File: config.mk
export PLATFORM = sky130hd
export DESIGN_NAME = rf_tx_packet_scheduler
export DESIGN_NICKNAME = d
export VERILOG_FILES = /design/src/rtl/rf_transceiver_pkg.sv /design/src/rtl/rf_tx_timer.sv /design/src/rtl/rf_tx_packet_scheduler.sv
export SDC_FILE = /design/constraint.sdc
export NUM_CORES = 1
export LEC_CHECK = 0
export ABC_AREA = 0
export CAP_MARGIN = 0
export CORE_MARGIN = 1.5
export CORE_UTILIZATION = 49
export DETAILED_ROUTE_END_ITERATION = 6
export PLACE_DENSITY = 0.81
export SLEW_MARGIN = 20
export SYNTH_ARGS = -nofsm -noshare
export SYNTH_HDL_FRONTEND = slang
export SYNTH_SLANG_ARGS = --single-unit
File: constraint.sdc
create_clock -name internal_clk -period 3.2 [get_ports internal_clk]
set_input_delay 0.48 -clock internal_clk [delete_from_list [all_inputs] [get_ports internal_clk]]
set_output_delay 0.48 -clock internal_clk [all_outputs]
set_load 0.005 [all_outputs]
File: src/rtl/rf_transceiver_pkg.sv
// rtl/rf_transceiver_pkg.sv - shared mode, TX FSM and framing constants for the RF transceiver
package rf_transceiver_pkg;

    localparam logic [1:0] MODE_0 = 2'd0;
    localparam logic [1:0] MODE_1 = 2'd1;
    localparam logic [1:0] MODE_2 = 2'd2;
    localparam logic [1:0] MODE_3 = 2'd3;

    localparam logic [2:0] ST_IDLE     = 3'd0;
    localparam logic [2:0] ST_PREAMBLE = 3'd1;
    localparam logic [2:0] ST_HEADER   = 3'd2;
    localparam logic [2:0] ST_SEND     = 3'd3;
    localparam logic [2:0] ST_GAP      = 3'd4;

    localparam logic [7:0] WAKEUP_BYTE = 8'hAA;
    localparam int         HDR_LEN     = 3;

    // Only modes 0 and 1 carry host data over the air.
    function automatic logic is_tx_mode(input logic [1:0] mode);
        return (mode == MODE_0) || (mode == MODE_1);
    endfunction

endpackage

File: src/rtl/rf_tx_timer.sv
// rtl/rf_tx_timer.sv - loadable saturating down-counter shared by idle timeout and inter-packet gap
module rf_tx_timer #(
    parameter int W = 12
) (
    input  logic         i_clk,
    input  logic         i_rst,
    input  logic         i_load,
    input  logic [W-1:0] i_load_val,
    input  logic         i_dec,
    output logic         o_zero
);

    logic [W-1:0] r_count;

    assign o_zero = (r_count == '0);

    // Load has priority; decrement stops at zero.
    always_ff @(posedge i_clk or posedge i_rst) begin
        if (i_rst) begin
            r_count <= '0;
        end else if (i_load) begin
            r_count <= i_load_val;
        end else if (i_dec && (r_count != '0)) begin
            r_count <= r_count - 1'b1;
        end
    end

endmodule

File: src/rtl/rf_tx_packet_scheduler.sv
// rtl/rf_tx_packet_scheduler.sv - packetises UART-RX FIFO bytes onto the RF TX serializer; RF_TX_ADDR_HEADER_EN adds address/channel header
module rf_tx_packet_scheduler
    import rf_transceiver_pkg::*;
#(
    parameter int PACKET_SIZE  = 58,
    parameter int IDLE_TIMEOUT = 3000,
    parameter int WAKEUP_LEN   = 4,
    parameter int GAP_CYCLES   = 200,
    parameter int CNT_W        = 8
) (
    input  logic             internal_clk,
    input  logic             rst,
    input  logic             M0_sync,
    input  logic             M1_sync,
    input  logic             fifo_empty,
    input  logic [CNT_W-1:0] fifo_count,
    input  logic [7:0]       fifo_dout,
    output logic             fifo_rd,
    output logic [7:0]       rf_data,
    output logic             rf_valid,
    input  logic             rf_ready,
    input  logic [7:0]       addr_h,
    input  logic [7:0]       addr_l,
    input  logic [7:0]       channel,
    output logic             AUX_tx_ctrl,
    output logic             tx_busy,
    output logic             packet_done
);

    localparam int TMR_MAX = (IDLE_TIMEOUT > GAP_CYCLES) ? IDLE_TIMEOUT : GAP_CYCLES;
    localparam int TMR_W   = $clog2(TMR_MAX + 1);
    localparam logic [CNT_W-1:0] PKT_THRESH = CNT_W'(PACKET_SIZE);
`ifdef RF_TX_ADDR_HEADER_EN
    localparam logic [2:0] ST_AFTER_PRE = ST_HEADER;
`else
    localparam logic [2:0] ST_AFTER_PRE = ST_SEND;
`endif

    logic [2:0]       r_state;
    logic [CNT_W-1:0] r_len;
    logic [3:0]       r_idx;
    logic [CNT_W-1:0] r_prev_count;
    logic             r_aux;
    logic             r_busy;
    logic             r_done;

    logic             w_tx_mode;
    logic             w_count_stable;
    logic             w_trigger;
    logic             w_accept;
    logic [CNT_W-1:0] w_len_latch;
    logic             w_tmr_load;
    logic             w_tmr_dec;
    logic [TMR_W-1:0] w_tmr_val;
    logic             w_tmr_zero;
    logic [7:0]       w_hdr_byte;

    assign w_tx_mode      = is_tx_mode({M1_sync, M0_sync});
    assign w_count_stable = (fifo_count == r_prev_count);
    assign w_len_latch    = (fifo_count >= PKT_THRESH) ? PKT_THRESH : fifo_count;
    // The down-counter reaching zero while the count is unchanged means the
    // up-counting idle time has hit IDLE_TIMEOUT.
    assign w_trigger = (r_state == ST_IDLE) && w_tx_mode &&
                       ((fifo_count >= PKT_THRESH) ||
                        ((fifo_count != '0) && w_count_stable && w_tmr_zero));
    assign w_accept    = rf_valid & rf_ready;
    assign fifo_rd     = (r_state == ST_SEND) & w_accept;
    assign AUX_tx_ctrl = r_aux;
    assign tx_busy     = r_busy;
    assign packet_done = r_done;

`ifdef RF_TX_ADDR_HEADER_EN
    logic [7:0] r_addr_h;
    logic [7:0] r_addr_l;
    logic [7:0] r_channel;

    // Header fields are frozen at trigger so the packet is self-consistent.
    always_ff @(posedge internal_clk or posedge rst) begin
        if (rst) begin
            r_addr_h  <= '0;
            r_addr_l  <= '0;
            r_channel <= '0;
        end else if (w_trigger) begin
            r_addr_h  <= addr_h;
            r_addr_l  <= addr_l;
            r_channel <= channel;
        end
    end

    // Header byte selected by position within the header.
    always_comb begin
        w_hdr_byte = r_channel;
        if (r_idx == 4'd0) w_hdr_byte = r_addr_h;
        else if (r_idx == 4'd1) w_hdr_byte = r_addr_l;
    end
`else
    logic w_unused_hdr;
    assign w_unused_hdr = ^{addr_h, addr_l, channel};
    assign w_hdr_byte   = 8'h00;
`endif

    // Serializer-facing byte and valid, purely from state so reset clears them at once.
    always_comb begin
        rf_valid = 1'b0;
        rf_data  = 8'h00;
        case (r_state)
            ST_PREAMBLE: begin
                rf_valid = 1'b1;
                rf_data  = WAKEUP_BYTE;
            end
            ST_HEADER: begin
                rf_valid = 1'b1;
                rf_data  = w_hdr_byte;
            end
            ST_SEND: begin
                rf_valid = ~fifo_empty;
                rf_data  = fifo_dout;
            end
            default: ;
        endcase
    end

    // Timer runs as idle timeout in IDLE and as guard counter in GAP.
    always_comb begin
        w_tmr_load = 1'b0;
        w_tmr_dec  = 1'b0;
        w_tmr_val  = TMR_W'(IDLE_TIMEOUT);
        case (r_state)
            ST_IDLE: begin
                if (!w_tx_mode || (fifo_count == '0) || !w_count_stable) w_tmr_load = 1'b1;
                else w_tmr_dec = 1'b1;
            end
            ST_SEND: begin
                if (w_accept && (r_len == CNT_W'(1))) begin
                    w_tmr_load = 1'b1;
                    w_tmr_val  = TMR_W'(GAP_CYCLES - 1);
                end
            end
            ST_GAP: begin
                if (w_tmr_zero) w_tmr_load = 1'b1;
                else w_tmr_dec = 1'b1;
            end
            default: ;
        endcase
    end

    rf_tx_timer #(.W(TMR_W)) u_timer (
        .i_clk      (internal_clk),
        .i_rst      (rst),
        .i_load     (w_tmr_load),
        .i_load_val (w_tmr_val),
        .i_dec      (w_tmr_dec),
        .o_zero     (w_tmr_zero)
    );

    // Packet FSM; the mode is captured by the state chosen at trigger.
    always_ff @(posedge internal_clk or posedge rst) begin
        if (rst) begin
            r_state      <= ST_IDLE;
            r_len        <= '0;
            r_idx        <= '0;
            r_prev_count <= '0;
            r_aux        <= 1'b1;
            r_busy       <= 1'b0;
            r_done       <= 1'b0;
        end else begin
            r_prev_count <= fifo_count;
            r_done       <= 1'b0;
            case (r_state)
                ST_IDLE: begin
                    if (w_trigger) begin
                        r_len   <= w_len_latch;
                        r_idx   <= '0;
                        r_aux   <= 1'b0;
                        r_busy  <= 1'b1;
                        r_state <= M0_sync ? ST_PREAMBLE : ST_AFTER_PRE;
                    end
                end
                ST_PREAMBLE: begin
                    if (w_accept) begin
                        if (r_idx == 4'(WAKEUP_LEN - 1)) begin
                            r_idx   <= '0;
                            r_state <= ST_AFTER_PRE;
                        end else begin
                            r_idx <= r_idx + 1'b1;
                        end
                    end
                end
                ST_HEADER: begin
                    if (w_accept) begin
                        if (r_idx == 4'(HDR_LEN - 1)) begin
                            r_idx   <= '0;
                            r_state <= ST_SEND;
                        end else begin
                            r_idx <= r_idx + 1'b1;
                        end
                    end
                end
                ST_SEND: begin
                    if (w_accept) begin
                        if (r_len == CNT_W'(1)) r_state <= ST_GAP;
                        r_len <= r_len - 1'b1;
                    end
                end
                ST_GAP: begin
                    if (w_tmr_zero) begin
                        r_state <= ST_IDLE;
                        r_aux   <= 1'b1;
                        r_busy  <= 1'b0;
                        r_done  <= 1'b1;
                    end
                end
                default: r_state <= ST_IDLE;
            endcase
        end
    end

endmodule

Word level (Yosys, flattened, before mapping):

Index checks and enable logic that the tools add are counted.

* bits in registers: 38
* input bits: 46
* output and inout bits: 13
* logic and storage cells: 99

* $add $sub $neg: 3
* magnitude comparators: 1
* equal/unequal tests: 17
* multiplexer cells: 40
* bitwise operators: 3
* reduce and logical (&&, ||, !) cells: 27

Operator list (count)
* $mux W12: 4
* $pmux W8 S2: 2
* $mux W3: 8
* $mux W8: 3
* $mux W4: 5
* $pmux W3 S5: 1
* $ne A2 B2 Y1 const B: 7
* $logic_not A12 Y1: 1
* $pmux W4 S3: 1
* $reduce_bool A12 Y1: 1
* $sub A12 B1 Y12 const B: 1
* $mux W1: 10
* $eq A4 B2 Y1 const B: 2
* $eq A8 B1 Y1 const B: 1
* $eq A8 B8 Y1: 1
* $ge A8 B6 Y1 const B: 1
* $logic_not A8 Y1: 1
* $pmux W1 S2: 4
* $reduce_and A8 Y1: 1
* $reduce_bool A8 Y1: 1
* $sub A8 B1 Y8 const B: 1
* $eq A3 B2 Y1 const B: 2
* $logic_and A1 B1 Y1: 6
* $reduce_and A3 Y1: 2
* other kinds (17): 24

Logic depth before layout (Yosys ltp):

* depth in word-level cells: 10
* mapped depth: 9
* gate-level depth less buffers: 8

Hierarchy:

From an unflattened synthesis, not the netlist that was laid out.

* cells, all modules: 281
* area total of the unflattened synthesis: 2452.4 µm²

By module, submodules not included
* rf_tx_packet_scheduler: instances 1, cells an instance 199, area an instance 1660.3 µm², seq. area each 651.9 µm²
* rf_tx_timer: instances 1, cells an instance 82, area an instance 792.0 µm², seq. area each 300.3 µm²

Worst setup path before layout:

Ideal clock, no wire load.

* kind: register to register
* start point: reg u_timer.r_count[2]
* end point: reg r_state[1]
* library setup time: 118 ps
* arrival time: 2731 ps
* slack: 351 ps
* stages on the path, launching flop included: 7
* path buffers: 0
* period minus slack after synthesis: 2849 ps
* cells stage by stage: dfrtp_1 or4_4 or4_4 a2111oi_4 nor2_2 or4_4 a21o_1

* longest elaborated chain between the ends: 6
* elaborated cells on any way between the ends: 7
* those cells by class: eq/ne: 2; reduce/logical: 5

Ends and longest elaborated chain
* start: declaration: RTL line rf_tx_timer.sv:13 `logic [W-1:0] r_count;`
* start signal: assignment: RTL line rf_tx_timer.sv:22 `r_count <= i_load_val;`
* start signal: assignment: RTL line rf_tx_timer.sv:24 `r_count <= r_count - 1'b1;`
* $logic_not A12 Y1 *: RTL line rf_tx_timer.sv:15 `assign o_zero = (r_count == '0);`
* $logic_and A1 B1 Y1: RTL line rf_tx_packet_scheduler.sv:65 `((fifo_count != '0) && w_count_stable && w_tmr_zero));`
* $logic_or A1 B1 Y1: RTL line rf_tx_packet_scheduler.sv:64 `((fifo_count >= PKT_THRESH) ||`
* $logic_and A1 B1 Y1: RTL line rf_tx_packet_scheduler.sv:63 `assign w_trigger = (r_state == ST_IDLE) && w_tx_mode &&`
* $ne A2 B2 Y1 (no line)
* $reduce_and A8 Y1 (no line) *
* end signal: assignment: RTL line rf_tx_packet_scheduler.sv:176 `r_state <= M0_sync ? ST_PREAMBLE : ST_AFTER_PRE;`
* end: declaration: RTL line rf_tx_packet_scheduler.sv:39 `logic [2:0] r_state;`

Mark *: on every way between the ends. The rest lies on a longest branch, timed or not.
A chain may end at the register's enable or synchronous reset.

Worst setup path in the final report:

* start point: reg u_timer.r_count[3]
* end point: reg r_state[1]

Same word-level chain as after synthesis.

==> impl_results.md <==
- Final critical-path required period: approximately 3000 ps
- Placed cell areas: 2673 sq um
- N_diodes: 0
- # rows: 24
- Area growth syn-to-layout: 25.25%
- Clk sinks: 38
- Buffers on Ports: 34
- Drt total wl: 4.951 mm
- Met1 WL: between 2 and 2.5 mm
- Max-cap viol count: 0
- Ys async rst share: 1.000
- Vias: between 2000 and 2500
- Initial antenna violation count: 0
- Crit path max-delay family: simple AND/OR/NAND/NOR gates
- Global-route wire length before repair: 8.438 mm
- Peak supply drop: roughly 0.22 mV
- Most frequent cells after synthesis: dfrtp_1 (37), o21ai_0 (23), nor2_1 (22), nand2_1 (16)
- Fin nets: roughly 340
- Fmax: roughly 330 MHz
- Total congestion overflow: 0
- Max FO, Critical Path: 5
- Post-synth EDFFs: 0
- Static leakage: 1.154 nW
- Pin count of the biggest net entering global routing: 21
- Core Area: between 4000 and 5000 sq um
- Cell Area, Synth: 2215 sq um
- Synth Warn #: 0
- CTS Buf Count: 5
- Clk_lat worst skew: roughly 300 ps
- Req. time, crit path: approximately 3400 ps
- Worst clock skew: roughly 10 ps
- Starting Density: 0.5086
- Synth area leader: dfrtp_1
- Worst R2R End: r_state[1]
- Final total power: a little over 0.0009 W
- Hold path depth: 1
- Hold crit path type: flip-flop to flip-flop
- Crit path DAT: ~3200 ps
- Status: finished clean
- Final hold violations: 0
- Root Buffer: clkbuf_8
- Slowest stage delay, CP: roughly 580 ps
- Worst setup path class: flip-flop to flip-flop
- Sequential element share of the synthesized area: 0.4299
- Clock-pin slew on the worst setup and hold paths: 80 ps
- DIE AREA: around 4900 sq um
- Total negative slack: 0 ps
- IO Pins: ~60
- Worst path depth: 6
- Fin. max-slew vios: 0
- Final period utilization: 0.9422
- WL met2: around 2.4 mm
- Flop-to-flop setup slack: around 190 ps
- Startpoint Class: flip-flop
- DP HPWL: about 3.7 mm
- Syn avg cell area: approximately 9 sq um
- Via density: 5.939
- DR iter-0 viols: 83
- Highest routed layer: met4
- Synthesized instance count: between 200 and 250
- Setup Buffers After CTS: 0
- Crit-path most repeated cell: or4_4
- Worst-Margin Slew: between 600 and 700 ps
- Worst Setup EP: r_state[1]
- Die W: between 70 and 80 um
- Worst Setup SP: u_timer.r_count[3]
- Die height: around 70 um
- Reg-to-Reg Start: u_timer.r_count[3]
- Wire length on met3: 218 um
- Final Cell Area: between 2000 and 3000 sq um
- Worst-path cell chain: or4_4 > or4_4 > a2111oi_4 > nor2_2 > or4_4 > a21o_1
- RSZ-0062 raised after global routing: false
- Syn Nets: just under 300
- All-Layer GR Usage: 0.2117
- Library cells used by synthesis: 51
- Main synth FF type: dfrtp_1
- Pre-Repair DR Iteration Count: 4
- Slowest stage cell on the critical path: or4_4
- R2R depth: 6
- H-tree depth: 2
- Share of layout cells above drive strength 1: 0.1134
- Power Density: between 300 and 400 nW/um^2
- GP Congestion: roughly 0.88
- CTS max path bufs: 2
- FF+latch count, synth: 38
- Final setup vio count: 0
- Vias in the first global route: ~1900
- Worst Setup End Kind: flip-flop
- DRT antenna net count: 0
- Most numerous cell in the Yosys netlist: dfrtp_1
- Area contributors post-synth: dfrtp_1 (42%), o21ai_0 (5.2%), nor2_1 (3.7%)
- CTS tree: yes
- Synth top area share: 0.4181
- Max-slew headroom: 0.5960
- DRC: 0
- Buf/Inv on CP: 0
- Drt wl/cell: 14.43 um
## routing by layer
layer / vias up / GRT usage
met5: - / 0
met4: 0 / 0.06838
met3: 8 / 0.04473
met2: 63 / 0.3574
met1: 967 / 0.2703
li1: 999 / -
## sequential cells by signal, indices dropped and copies added (netlist names)
name             count
AUX_tx_ctrl          1
packet_done          1
r_idx                4
r_len                8
r_prev_count         8
r_state              3
tx_busy              1
u_timer.r_count     12
## layout make-up
cell class                      count  area, sq um
Tap cell                           52        65.06
Timing Repair Buffer               45        422.9
Fill cell                         364         1580
Multi-Input combinational cell    186         1186
Sequential cell                    38        952.2
Inverter                           14        52.55
Clock inverter                      2        12.51
Clock buffer                        6        82.58
## cells by family after synthesis
| group | Yosys count | synth area share |
|---|---|---|
| buffers and inverters | 22 | 0.03729 |
| xor gates and xnor gates | 10 | 0.03955 |
| muxes | 1 | 0.004520 |
| adders and majority gates | 5 | 0.02825 |
| AOI/OAI and AO/OA | 73 | 0.2175 |
| and+or+nand+nor | 97 | 0.2430 |
| DFF | 38 | 0.4299 |
## worst min-delay path by stage
stage / from / to / slack [ps]
after global routing: r_len[7] / r_len[7] / 540
after global placement: r_idx[3] / r_idx[3] / 470
after detailed placement: r_len[7] / r_len[7] / 490
after floorplan: r_idx[3] / r_idx[3] / 450
after CTS: r_len[7] / r_len[7] / 500
final: r_len[7] / r_len[7] / 500
## per-stage QoR
| step | instances | worst slack (ps) | hold WS [ps] | utilization |
|---|---|---|---|---|
| 3_3_place_gp | 335 | 155.9 | 470.5 | 0.6138 |
| 6_report | 343 | 185.1 | 505.0 | 0.6371 |
| 3_5_place_dp | 335 | 85.07 | 488.6 | 0.6138 |
| 4_1_cts | 343 | 149.8 | 497.0 | 0.6356 |
| 5_1_grt | 343 | 17.06 | 538.6 | 0.6371 |
| 2_1_floorplan | 246 | 350.8 | 446.1 | - |
## power by group
part	internal (W)	switching (W)	leakage, nW
Clock	0.000173	0.000178	0.0472
Combinational	0.0000372	0.0000303	0.669
Sequential	0.000486	0.00000378	0.438
## what timing repair did
| action | 4_1_cts | 5_1_grt |
|---|---|---|
| gates resized for setup | 0 | 1 |
| hold buffers | 0 | 0 |
| endpoints found under the setup margin | 0 | 1 |
## cells in the final DEF, fill, tap and decap left out, drive strengths merged, types with 5 or more instances in the layout
cell,instances
dfrtp,37
clkdlybuf4s50,34
o21ai,23
nor2,23
nand2,16
inv,14
a21oi,14
nor3,12
buf,11
or4,9
a31oi,8
xor2,6
clkbuf,6
and2,5
ha,5
or3,5
and3,5
Note: power is estimated with default switching activity, not from simulation.
